$ cat config.mk
export PLATFORM = sky130hd
export DESIGN_NAME = marker_overlay_ctrl
export DESIGN_NICKNAME = d
export VERILOG_FILES = /design/src/rtl/marker_overlay_ctrl.sv
export SDC_FILE = /design/constraint.sdc
export NUM_CORES = 1
export LEC_CHECK = 0
export ABC_CLOCK_PERIOD_IN_PS = 3400
export CORE_ASPECT_RATIO = 1.4
export CORE_MARGIN = 4
export CORE_UTILIZATION = 57
export DETAILED_ROUTE_END_ITERATION = 10
export PLACE_DENSITY_LB_ADDON = 0.2
export SKIP_CTS_REPAIR_TIMING = 1
export SYNTH_ARGS = -nofsm -noshare
export SYNTH_HDL_FRONTEND = slang
export SYNTH_SLANG_ARGS = --single-unit
$ cat constraint.sdc
create_clock -name clk -period 3.4 [get_ports clk]
set_clock_uncertainty 0.15 [all_clocks]
set_input_delay 0.51 -clock clk [delete_from_list [all_inputs] [get_ports clk]]
set_output_delay 0.51 -clock clk [all_outputs]
set_load 0.005 [all_outputs]
$ cat src/rtl/marker_overlay_ctrl.sv
// Marker overlay sequencer: per-slot pending updates commit at frame start; per-pixel priority hit.
// Optional macro MARKER_BLINK_EN adds a frame-counted blink phase that hides blink-tagged markers.
module marker_overlay_ctrl #(
  parameter int unsigned NUM          = 4,
  parameter int unsigned WIDTH        = 8,
  parameter int unsigned HEIGHT       = 8,
  parameter int unsigned BLINK_FRAMES = 15
) (
  input  logic                clk,
  input  logic                reset,
  input  logic [10:0]         hcount,
  input  logic [9:0]          vcount,
  input  logic                frame_start,
  input  logic [NUM-1:0]      upd_valid,
  output logic [NUM-1:0]      upd_ready,
  input  logic [11*NUM-1:0]   upd_x,
  input  logic [10*NUM-1:0]   upd_y,
  input  logic [8*NUM-1:0]    upd_color,
  input  logic [NUM-1:0]      upd_en,
  input  logic [NUM-1:0]      upd_blink,
  output logic [NUM-1:0]      commit_mask,
  output logic [7:0]          pixel
);

  typedef enum logic {StEmpty, StPending} slot_state_e;

  slot_state_e state_q [NUM];
  slot_state_e state_d [NUM];

  logic [NUM-1:0][10:0] pend_x_q, act_x_q;
  logic [NUM-1:0][9:0]  pend_y_q, act_y_q;
  logic [NUM-1:0][7:0]  pend_color_q, act_color_q;
  logic [NUM-1:0]       pend_en_q, act_en_q;
  logic [NUM-1:0]       commit_mask_q;
  logic [7:0]           pixel_q, pixel_d;
  logic [NUM-1:0]       hit, vis;

  always_comb begin
    for (int i = 0; i < NUM; i++) begin
      state_d[i]   = state_q[i];
      upd_ready[i] = (state_q[i] == StEmpty);
      unique case (state_q[i])
        StEmpty:   if (upd_valid[i]) state_d[i] = StPending;
        StPending: if (frame_start)  state_d[i] = StEmpty;
        default:   state_d[i] = StEmpty;
      endcase
    end
  end

  always_ff @(posedge clk or negedge reset) begin
    if (!reset) begin
      for (int i = 0; i < NUM; i++) state_q[i] <= StEmpty;
      pend_x_q      <= '0;
      pend_y_q      <= '0;
      pend_color_q  <= '0;
      pend_en_q     <= '0;
      act_x_q       <= '0;
      act_y_q       <= '0;
      act_color_q   <= '0;
      act_en_q      <= '0;
      commit_mask_q <= '0;
      pixel_q       <= '0;
    end else begin
      for (int i = 0; i < NUM; i++) begin
        state_q[i] <= state_d[i];
        if (upd_valid[i] && upd_ready[i]) begin
          pend_x_q[i]     <= upd_x[11*i +: 11];
          pend_y_q[i]     <= upd_y[10*i +: 10];
          pend_color_q[i] <= upd_color[8*i +: 8];
          pend_en_q[i]    <= upd_en[i];
        end
        if (frame_start) begin
          commit_mask_q[i] <= (state_q[i] == StPending);
          if (state_q[i] == StPending) begin
            act_x_q[i]     <= pend_x_q[i];
            act_y_q[i]     <= pend_y_q[i];
            act_color_q[i] <= pend_color_q[i];
            act_en_q[i]    <= pend_en_q[i];
          end
        end
      end
      pixel_q <= pixel_d;
    end
  end

`ifdef MARKER_BLINK_EN
  localparam int unsigned CntW = (BLINK_FRAMES < 2) ? 1 : $clog2(BLINK_FRAMES + 1);

  logic [CntW-1:0] blink_cnt_q;
  logic            blink_phase_q;
  logic [NUM-1:0]  pend_blink_q, act_blink_q;

  always_ff @(posedge clk or negedge reset) begin
    if (!reset) begin
      blink_cnt_q   <= '0;
      blink_phase_q <= 1'b0;
      pend_blink_q  <= '0;
      act_blink_q   <= '0;
    end else begin
      if (frame_start) begin
        if (blink_cnt_q == CntW'(BLINK_FRAMES - 1)) begin
          blink_cnt_q   <= '0;
          blink_phase_q <= ~blink_phase_q;
        end else begin
          blink_cnt_q <= blink_cnt_q + 1'b1;
        end
      end
      for (int i = 0; i < NUM; i++) begin
        if (upd_valid[i] && upd_ready[i]) pend_blink_q[i] <= upd_blink[i];
        if (frame_start && state_q[i] == StPending) act_blink_q[i] <= pend_blink_q[i];
      end
    end
  end

  assign vis = ~(act_blink_q & {NUM{blink_phase_q}});
`else
  logic unused_blink;
  assign unused_blink = ^upd_blink;
  assign vis          = '1;
`endif

  // End coordinates carry one extra bit so markers at the raster edge clip instead of wrapping.
  for (genvar g = 0; g < NUM; g++) begin : g_hit
    logic [11:0] x_end;
    logic [10:0] y_end;
    assign x_end  = {1'b0, act_x_q[g]} + 12'(WIDTH);
    assign y_end  = {1'b0, act_y_q[g]} + 11'(HEIGHT);
    assign hit[g] = act_en_q[g] & vis[g]
                  & (hcount >= act_x_q[g]) & ({1'b0, hcount} < x_end)
                  & (vcount >= act_y_q[g]) & ({1'b0, vcount} < y_end);
  end

  always_comb begin
    pixel_d = '0;
    for (int i = NUM - 1; i >= 0; i--) begin
      if (hit[i]) pixel_d = act_color_q[i];
    end
  end

  assign commit_mask = commit_mask_q;
  assign pixel       = pixel_q;

endmodule

### Word level (Yosys, flattened, before mapping)

Index checks and enable logic that the tools add are counted.

* RAM bits: 0
* bits in read-only memories: 0
* latch bits: 0
* memories kept: 0
* register bits: 256
* bits of input ports: 152

* shifts and indexed selects: 0
* add/sub/neg operators: 8
* equality and inequality tests: 0
* reduce and logical (&&, ||, !) cells: 8
* magnitude comparators: 16
* div/mod/pow operators: 0
* muxes and demuxes: 13
* bitwise logic cells: 20
* multipliers: 0

Operator list (count)
* adder 11 x 4 -> 12 bit (second input constant): 4
* < comparator 11 x 12 -> 1 bit: 4
* adder 10 x 4 -> 11 bit (second input constant): 4
* >= comparator 11 bit: 4
* < comparator 10 x 11 -> 1 bit: 4
* >= comparator 10 bit: 4
* two-way mux 8 bit: 4
* bitwise AND 1 bit: 16
* one-hot mux 1 bit (2 select lines): 4
* AND reduction 2 bit: 4
* two-way mux 1 bit: 5
* logical AND 1 bit: 4
* inverter 1 bit: 4

### Longest topological paths before layout

* word-level depth: 9
* depth in mapped cells: 14

### Least setup slack after synthesis

OpenSTA, ideal clock, no wires.

* path type: reg-to-reg
* from: register act_y_q[33] in the netlist's numbering
* to: register pixel_q[0], in the netlist pixel[0]
* data arrival time: 2.775 ns
* buffers on the path: 0
* library setup time: 0.111 ns
* cell stages (with the launch flop): 13
* setup slack: 0.364 ns
* data required time: 3.139 ns
* cells stage by stage: dfrtp_1 ha_1 and3_1 nand3_1 xnor2_1 ha_1 a2111oi_0 o21ai_0 o211a_1 a211oi_1 and3_1 nand3_1 a222oi_1

* word-level cells in the longest chain between the ends: 7

RTL lines
* start, declared: RTL line 31 `logic [NUM-1:0][9:0] pend_y_q, act_y_q;`
* start signal, assigned by index: RTL line 76 `act_y_q[i] <= pend_y_q[i];`
* adder 10 x 4 -> 11 bit or >= comparator 10 bit (tied branches): RTL line 127, 130
* < comparator 10 x 11 -> 1 bit or bitwise AND 1 bit (tied branches): RTL line 130 `& (vcount >= act_y_q[g]) & ({1'b0, vcount} < y_end);`
* bitwise AND 1 bit (*): RTL line 130
* two-way mux 8 bit (*) (4 in a row): RTL line 136 `if (hit[i]) pixel_d = act_color_q[i];`
* via pixel_d[0]: RTL line 35 `logic [7:0] pixel_q, pixel_d;`
* end signal, assigned: RTL line 82 `pixel_q <= pixel_d;`
* end, declared: RTL line 35

The timed path passes the listed nets; every way through them passes the cells marked *.
A chain may end at the register's enable or synchronous reset.

### Worst setup path after layout

* from: register act_y_q[3] in the netlist's numbering
* to: register pixel_q[0], in the netlist pixel[0]

* word-level cells in the longest chain between the ends: 4

RTL lines (RTL line)
* adder 10 x 4 -> 11 bit or >= comparator 10 bit (tied branches): 127, 130
* < comparator 10 x 11 -> 1 bit or bitwise AND 1 bit (tied branches): 130
* bitwise AND 1 bit (*): 130
* two-way mux 8 bit (*): 136
* via pixel_d[0]: 35

Marked as above.

==> results.yml <==
outcome:
  outcome: "finished, final reports clean"
pwr:
  leakage_nw: 7.88
  total_power_w: 0.0127
  power.density_nw_per_um2: 732
  seqPwrFrac_pct: 38.6
  p_sw_w: 0.00419
  clkPwrFrac_pct: 22.8
  internal-power_w: 0.00847
  switching_share_pct: 33.1
  p_comb_share_pct: 38.6
  vdd_ir_drop_max_mv: 0.497
cells_and_area:
  syn2layout_area_growth_pct: 23.5
  fill_cells: 1747
  layout_common_cells: "dfrtp_1 (253), mux2_2 (240), clkdlybuf4s50_1 (162)"
  finalNetCount: 1678
  antenna_cells: 0
  stdcell_count: 1702
  multi_input_area_sq_um: 7070
  layout-drive-gt1-share_pct: 26.1
  regArea_sq_um: 6410
  final_common_cell: "dfrtp_1"
timing:
  period_needed_ns: 3.27
  fin_crit_sh_pct: 96.3
  max-slew-margin-rel_pct: 56.3
  finalMaxSlewViolations: 0
  setup_viol: 0
  tns_ns: 0
  timing.fmax_mhz: 305
  worst_slew_pin_slew_ns: 0.656
  final-hold-violation-count: 0
floorplanning:
  die_x_um: 140
  core_sq_um: 24100
  dieHeight_um: 193
  dieArea_sq_um: 27200
  boundaryPins: 168
  rows: 67
  initial_utilization_pct: 58.2
synthesis:
  synth_ff_type: "dfrtp_1"
  syn_nets: 1462
  ys_seq_area_share_pct: 45.7
  synth_top_area_share_pct: 45.7
  async_flop_share_pct: 100
  yosys_warnings: 0
  avgSynthCellArea_sq_um: 12.1
  synth_top_cells_by_area: "dfrtp_1 (46%), mux2_2 (19%), ha_1 (14%), inv_1 (3.2%), xnor2_1 (2.8%)"
  synth_cells: 1158
  syn_area_sq_um: 14000
  synth_top_area_cell: "dfrtp_1"
  synth_edf_count: 0
  ys_ff_latch: 256
  yosysUniqueCellTypes: 63
route:
  route.detailed.drc: 0
  drtAntennaViolNets: 0
  drt_first_pass_iters: 6
  initialDrtViolationCount: 424
  wirelength_mm: 31.4
  wl_per_cell_um: 18.4
  num_vias: 9592
  vias_per_cell: 5.64
critical_path:
  r2r-end: "pixel[0]$_DFF_PN0_"
  cp.arrival_ns: 3.54
  endpoint_kind: "flip-flop"
  critPathMaxFanout: 12
  crit_type: "flip-flop to flip-flop"
  timing.rr.start: "act_y_q[3]$_DFFE_PN0P_"
  startpoint_type: "flip-flop"
  r2r_cells: 11
  critPathRequiredTime_ns: 3.67
  r2r_setup_slack_ns: 0.13
grt:
  grt_pass1_vias: 10204
  grt_pass1_wl_mm: 51.2
  grt_max_degree: 86
  antenna_found_initial: 1
  overflow: 0
  grtUsageTotal_pct: 23.2
cts:
  insertion_delay_ns: 0.53
  clock_sinks: 256
  cts_root_buffer: "clkbuf_16"
  htree_levels: 1
  cts_buffers: 25
  clk_pin_slew_ns: 0.07
  cts_tree: "done"
  cts_buffer_depth: 3
hold_path:
  hold_path_class: "flip-flop to flip-flop"
  min_from: "pend_x_q[3]$_DFFE_PN0P_"
  hold_depth: 1
  hold-path-endpoint: "act_x_q[3]$_DFFE_PN0P_"
placed_design:
  dp_hpwl_mm: 24.2
  globalplace.congestion: 0.883
  dp.cells: 1655
  port_buffers: 163
flow_run:
  cap_violations: 0
## critical path, cell delays in order, from the launching register on
cell	delay (ns)
dfrtp_1	0.42
ha_1	0.24
xnor2_1	0.17
ha_1	0.25
or4_2	0.66
o2111ai_1	0.16
a211oi_2	0.10
a2111oi_2	0.21
and3b_2	0.27
buf_6	0.16
a211oi_1	0.06
a222oi_1	0.32
## sequential cells by signal, indices dropped and copies added (netlist names)
signal / flops
pend_color_q: 32
state_q: 4
act_en_q: 4
act_x_q: 44
pend_y_q: 40
act_y_q: 40
act_color_q: 32
pend_x_q: 44
commit_mask: 4
pixel: 8
pend_en_q: 4
## power by group through the flow
| stage | logic, W | registers [W] | clock network [W] |
|---|---|---|---|
| floorplan | 0.00350 | 0.00463 | 0 |
| global placement | 0.00466 | 0.00489 | 0 |
| detailed placement | 0.00484 | 0.00493 | 0 |
| CTS | 0.00488 | 0.00489 | 0.00296 |
| global route | 0.00552 | 0.00503 | 0.00308 |
| finish | 0.00489 | 0.00489 | 0.00289 |
## how the worst max path moves through the flow
stage,startpoint,to
2_1_floorplan,act_y_q[33]$_DFFE_PN0P_,pixel[0]$_DFF_PN0_
6_report,act_y_q[3]$_DFFE_PN0P_,pixel[0]$_DFF_PN0_
4_1_cts,act_y_q[3]$_DFFE_PN0P_,pixel[2]$_DFF_PN0_
5_1_grt,act_y_q[3]$_DFFE_PN0P_,pixel[1]$_DFF_PN0_
3_3_place_gp,vcount[6],pixel[5]$_DFF_PN0_
3_5_place_dp,vcount[5],pixel[2]$_DFF_PN0_
## layout make-up
type                    count  area share (%)
clock inverters            10           0.781
inverters                 119            2.58
flip-flops and latches    256            37.1
clock buffers              35            4.24
repair buffers            218            12.2
well taps                 310            2.24
multi-input cells         754            40.9
## Yosys cell counts (all sizes together) (8+ instances only)
cell    instances
a211oi         19
a21o           13
a21oi          30
a222oi          8
and3           19
buf            27
dfrtp         256
ha            152
inv           119
mux2          240
nand2          22
nand3          39
nand4           9
nor2           16
nor2b          11
nor3           12
o21a           15
o21ai          33
xnor2          44
## cells by family (layout without fill, tap and decap cells)
family	after synthesis	after routing	synth area share (%)
flip-flops	256	256	45.7
multiplexers	240	240	19.3
AO/OA/AOI/OAI	161	161	8.18
AND/OR/NAND/NOR	157	157	6.29
adder cells (fa/ha/maj)	152	152	13.6
buffers and inverters	148	382	4.15
XOR/XNOR	44	44	2.75
## routing by layer
metal,GRT usage (%),wire [um],vias up
li1,-,-,4625
met1,28.1,12800,4729
met2,42.7,16600,179
met3,3.28,1250,57
met4,6.28,781,2
met5,0,7,-
## stage by stage
| stage | area (sq um) | setup slack, ns | utilization [%] | hold slack [ns] |
|---|---|---|---|---|
| 6_report | 17300 | 0.127 | 71.9 | 0.348 |
| 3_3_place_gp | 16400 | -0.0357 | 68.0 | 0.334 |
| 5_1_grt | 17300 | -0.00785 | 71.9 | 0.362 |
| 2_1_floorplan | 14000 | 0.364 | - | 0.0644 |
| 3_5_place_dp | 16400 | -0.101 | 68.0 | 0.341 |
| 4_1_cts | 17200 | 0.0589 | 71.6 | -0.178 |
(Power assumes the default switching activity.)
==> RTL change (same flow settings) <==
`NUM`: 4 -> 8.
--- a/src/rtl/marker_overlay_ctrl.sv
+++ b/src/rtl/marker_overlay_ctrl.sv
@@ -3,3 +3,3 @@
 module marker_overlay_ctrl #(
-  parameter int unsigned NUM          = 4,
+  parameter int unsigned NUM          = 8,
   parameter int unsigned WIDTH        = 8,
Ports: changed (8 resized); port bits go from 168 to 304. The function was not compared with the original's and may differ.
==> RTL change against the original RTL <==
- the flow now finishes with violations (negative setup slack)
- count of clock-buffer cells in the layout grew 30
- worst hold slack got worse by 0.0011 ns
- critical path depth grew 4
- setup slack got worse by 0.60 ns
- area after synthesis grew 96%
- wire length increased by 140%
- sequential cell count grew 248
- total power up 100%
- cell count up 100%
- cell area up 100%
- largest cell class unchanged
- highest routed layer unchanged
==> RTL change: results (changes against the original RTL) <==
- Sequential power: 9480 uW (was 4890 uW)
- Initial DRC Count: 713 (was 424)
- DR vias: 19779 (was 9592)
- Pin count of the biggest net entering global routing: 79 (was 86)
- Comb_multi_in: 1521 (was 754)
- Minimum clock period: 3.87 ns (was 3.27 ns)
- Buffers excl. clock: 528 (was 218)
- Mapped Nets: 2868 (was 1462)
- Dominant kind of cell: multi-input gates (unchanged)
- Routed len/inst: 21.7 um (was 18.4 um)
- Buffering overhead: 14.4% (was 12.2%)
- Failing checks: negative setup slack
- Routability cong.: 0.943 (was 0.883)
- Detailed Routing Iterations Pass 1: 5 (was 6)
- Hold endpoint: act_x_q[66] (was act_x_q[3])
- Grt met3 use: 3.95% (was 3.28%)
- H-Tree Depth: 2 (was 1)
- N_diodes: 1 (was 0)
- Max incr delay on CP: 0.47 ns (was 0.66 ns)
- Register area: 12600 sq um (was 6410 sq um)
- Worst R2R End: pixel[6] (was pixel[0])
- DRT Wirelength: 75.2 mm (was 31.4 mm)
- Netlist cell types: 64 (was 63)
- Nonclk inv count: 203 (was 119)
- Slowest cell on the critical path: o211ai_1 (was or4_2)
- Vias in the first global route: 21649 (was 10204)
- Final Setup Violations: 8 (was 0)
- Tot GR Track Use: 29.0% (was 23.2%)
- Synthesized area per cell: 12.0 sq um (was 12.1 sq um)
- Sequential area share after synthesis: 45.9% (was 45.7%)
- Status: finished, violations left (was finished clean)
- Ratio of cells with drive above 1 in the final layout: 28.8% (was 26.1%)
- Antenna violations before repair: 3 (was 1)
- CLK BUF: 65 (was 35)
- Grt met2 use: 55.2% (was 42.7%)
- Worst IR drop on VDD: 0.000716 V (was 0.000497 V)
- Filler cells: 3235 (was 1747)
- R2R Path Start: act_x_q[70] (was act_y_q[3])
- Relative slew slack: 39.3% (was 56.3%)
- CTS Buf Count: 48 (was 25)
- Crit path DAT: 4.24 ns (was 3.54 ns)
- Met1 GRT Util: 32.6% (was 28.1%)
- Met2 WL: 40.3 mm (was 16.6 mm)
- Hold path startpoint: pend_x_q[66] (was pend_x_q[3])
- Metal3 WL: 2.59 mm (was 1.25 mm)
- Clk sinks: 504 (was 256)
- Sw frac: 34.0% (was 33.1%)
- Metal-1 WL: 29.0 mm (was 12.8 mm)
- Clock-cell share: 4.90% (was 5.02%)
- Hpwl dp: 58.8 mm (was 24.2 mm)
- P_comb: 10500 uW (was 4890 uW)
- Final worst slack: -0.473 ns (was 0.127 ns)
- Worst skew pair latency: 0.60 ns (was 0.53 ns)
- FFs w/ async S/R, synth: 100% (unchanged)
- Top Registers: act_x_q x88, pend_x_q x88 (was act_x_q x44, pend_x_q x44)
- First-pass GRT wire length: 118 mm (was 51.2 mm)
- P_leak: 0.0159 uW (was 0.00788 uW)
## RTL change: changes by cell type after synthesis, moves of 26 or more
cell      delta
a21oi_1     +40
clkbuf_1    +26
dfrtp_1    +248
ha_1       +152
inv_1       +83
mux2_2     +240
nand2_1     +32
nand3_1     +36
nor2_1      +27
o21ai_0     +40
xnor2_1     +44
## RTL change: critical path: cells and delay by family (launching register included)
kind | cells | cell delay [ns]
AO/OA/AOI/OAI | 6 | 1.86
XOR/XNOR | 1 | 0.14
adder cells (fa/ha/maj) | 2 | 0.49
buffers and inverters | 3 | 0.48
flip-flops | 1 | 0.42
AND/OR/NAND/NOR | 3 | 0.26
## RTL change: worst max path at each step
| stage | from | end |
|---|---|---|
| detailed placement | hcount[1] | pixel[6] |
| global placement | hcount[1] | pixel[6] |
| finish | act_x_q[70] | pixel[6] |
| floorplan | act_x_q[71] | pixel[7] |
| global route | act_x_q[70] | pixel[6] |
| CTS | act_x_q[72] | pixel[6] |
## RTL change: logic make-up (layout without fill, tap and decap cells)
family	Yosys count	count (layout)	synth area share, %
flops	504	504	45.9
other cells	0	1	0
xor+xnor	88	88	2.80
buf+inv	259	821	3.54
fa+ha+maj	304	304	13.8
mux	480	480	19.7
simple gates	317	317	6.04
compound gates	332	332	8.23
## RTL change: metrics by stage
stage,hold WS [ns],power [uW],setup TNS (ns),cell area (sq um),setup WS (ns)
after floorplan,0.0644,15700,0,27500,0.130
after global placement,0.334,19500,-4.50,33100,-0.607
after detailed placement,0.339,19900,-4.85,33100,-0.639
after CTS,-0.230,25800,-3.73,34800,-0.488
after global routing,0.353,27600,-4.34,34800,-0.609
final,0.347,25700,-3.41,34800,-0.473
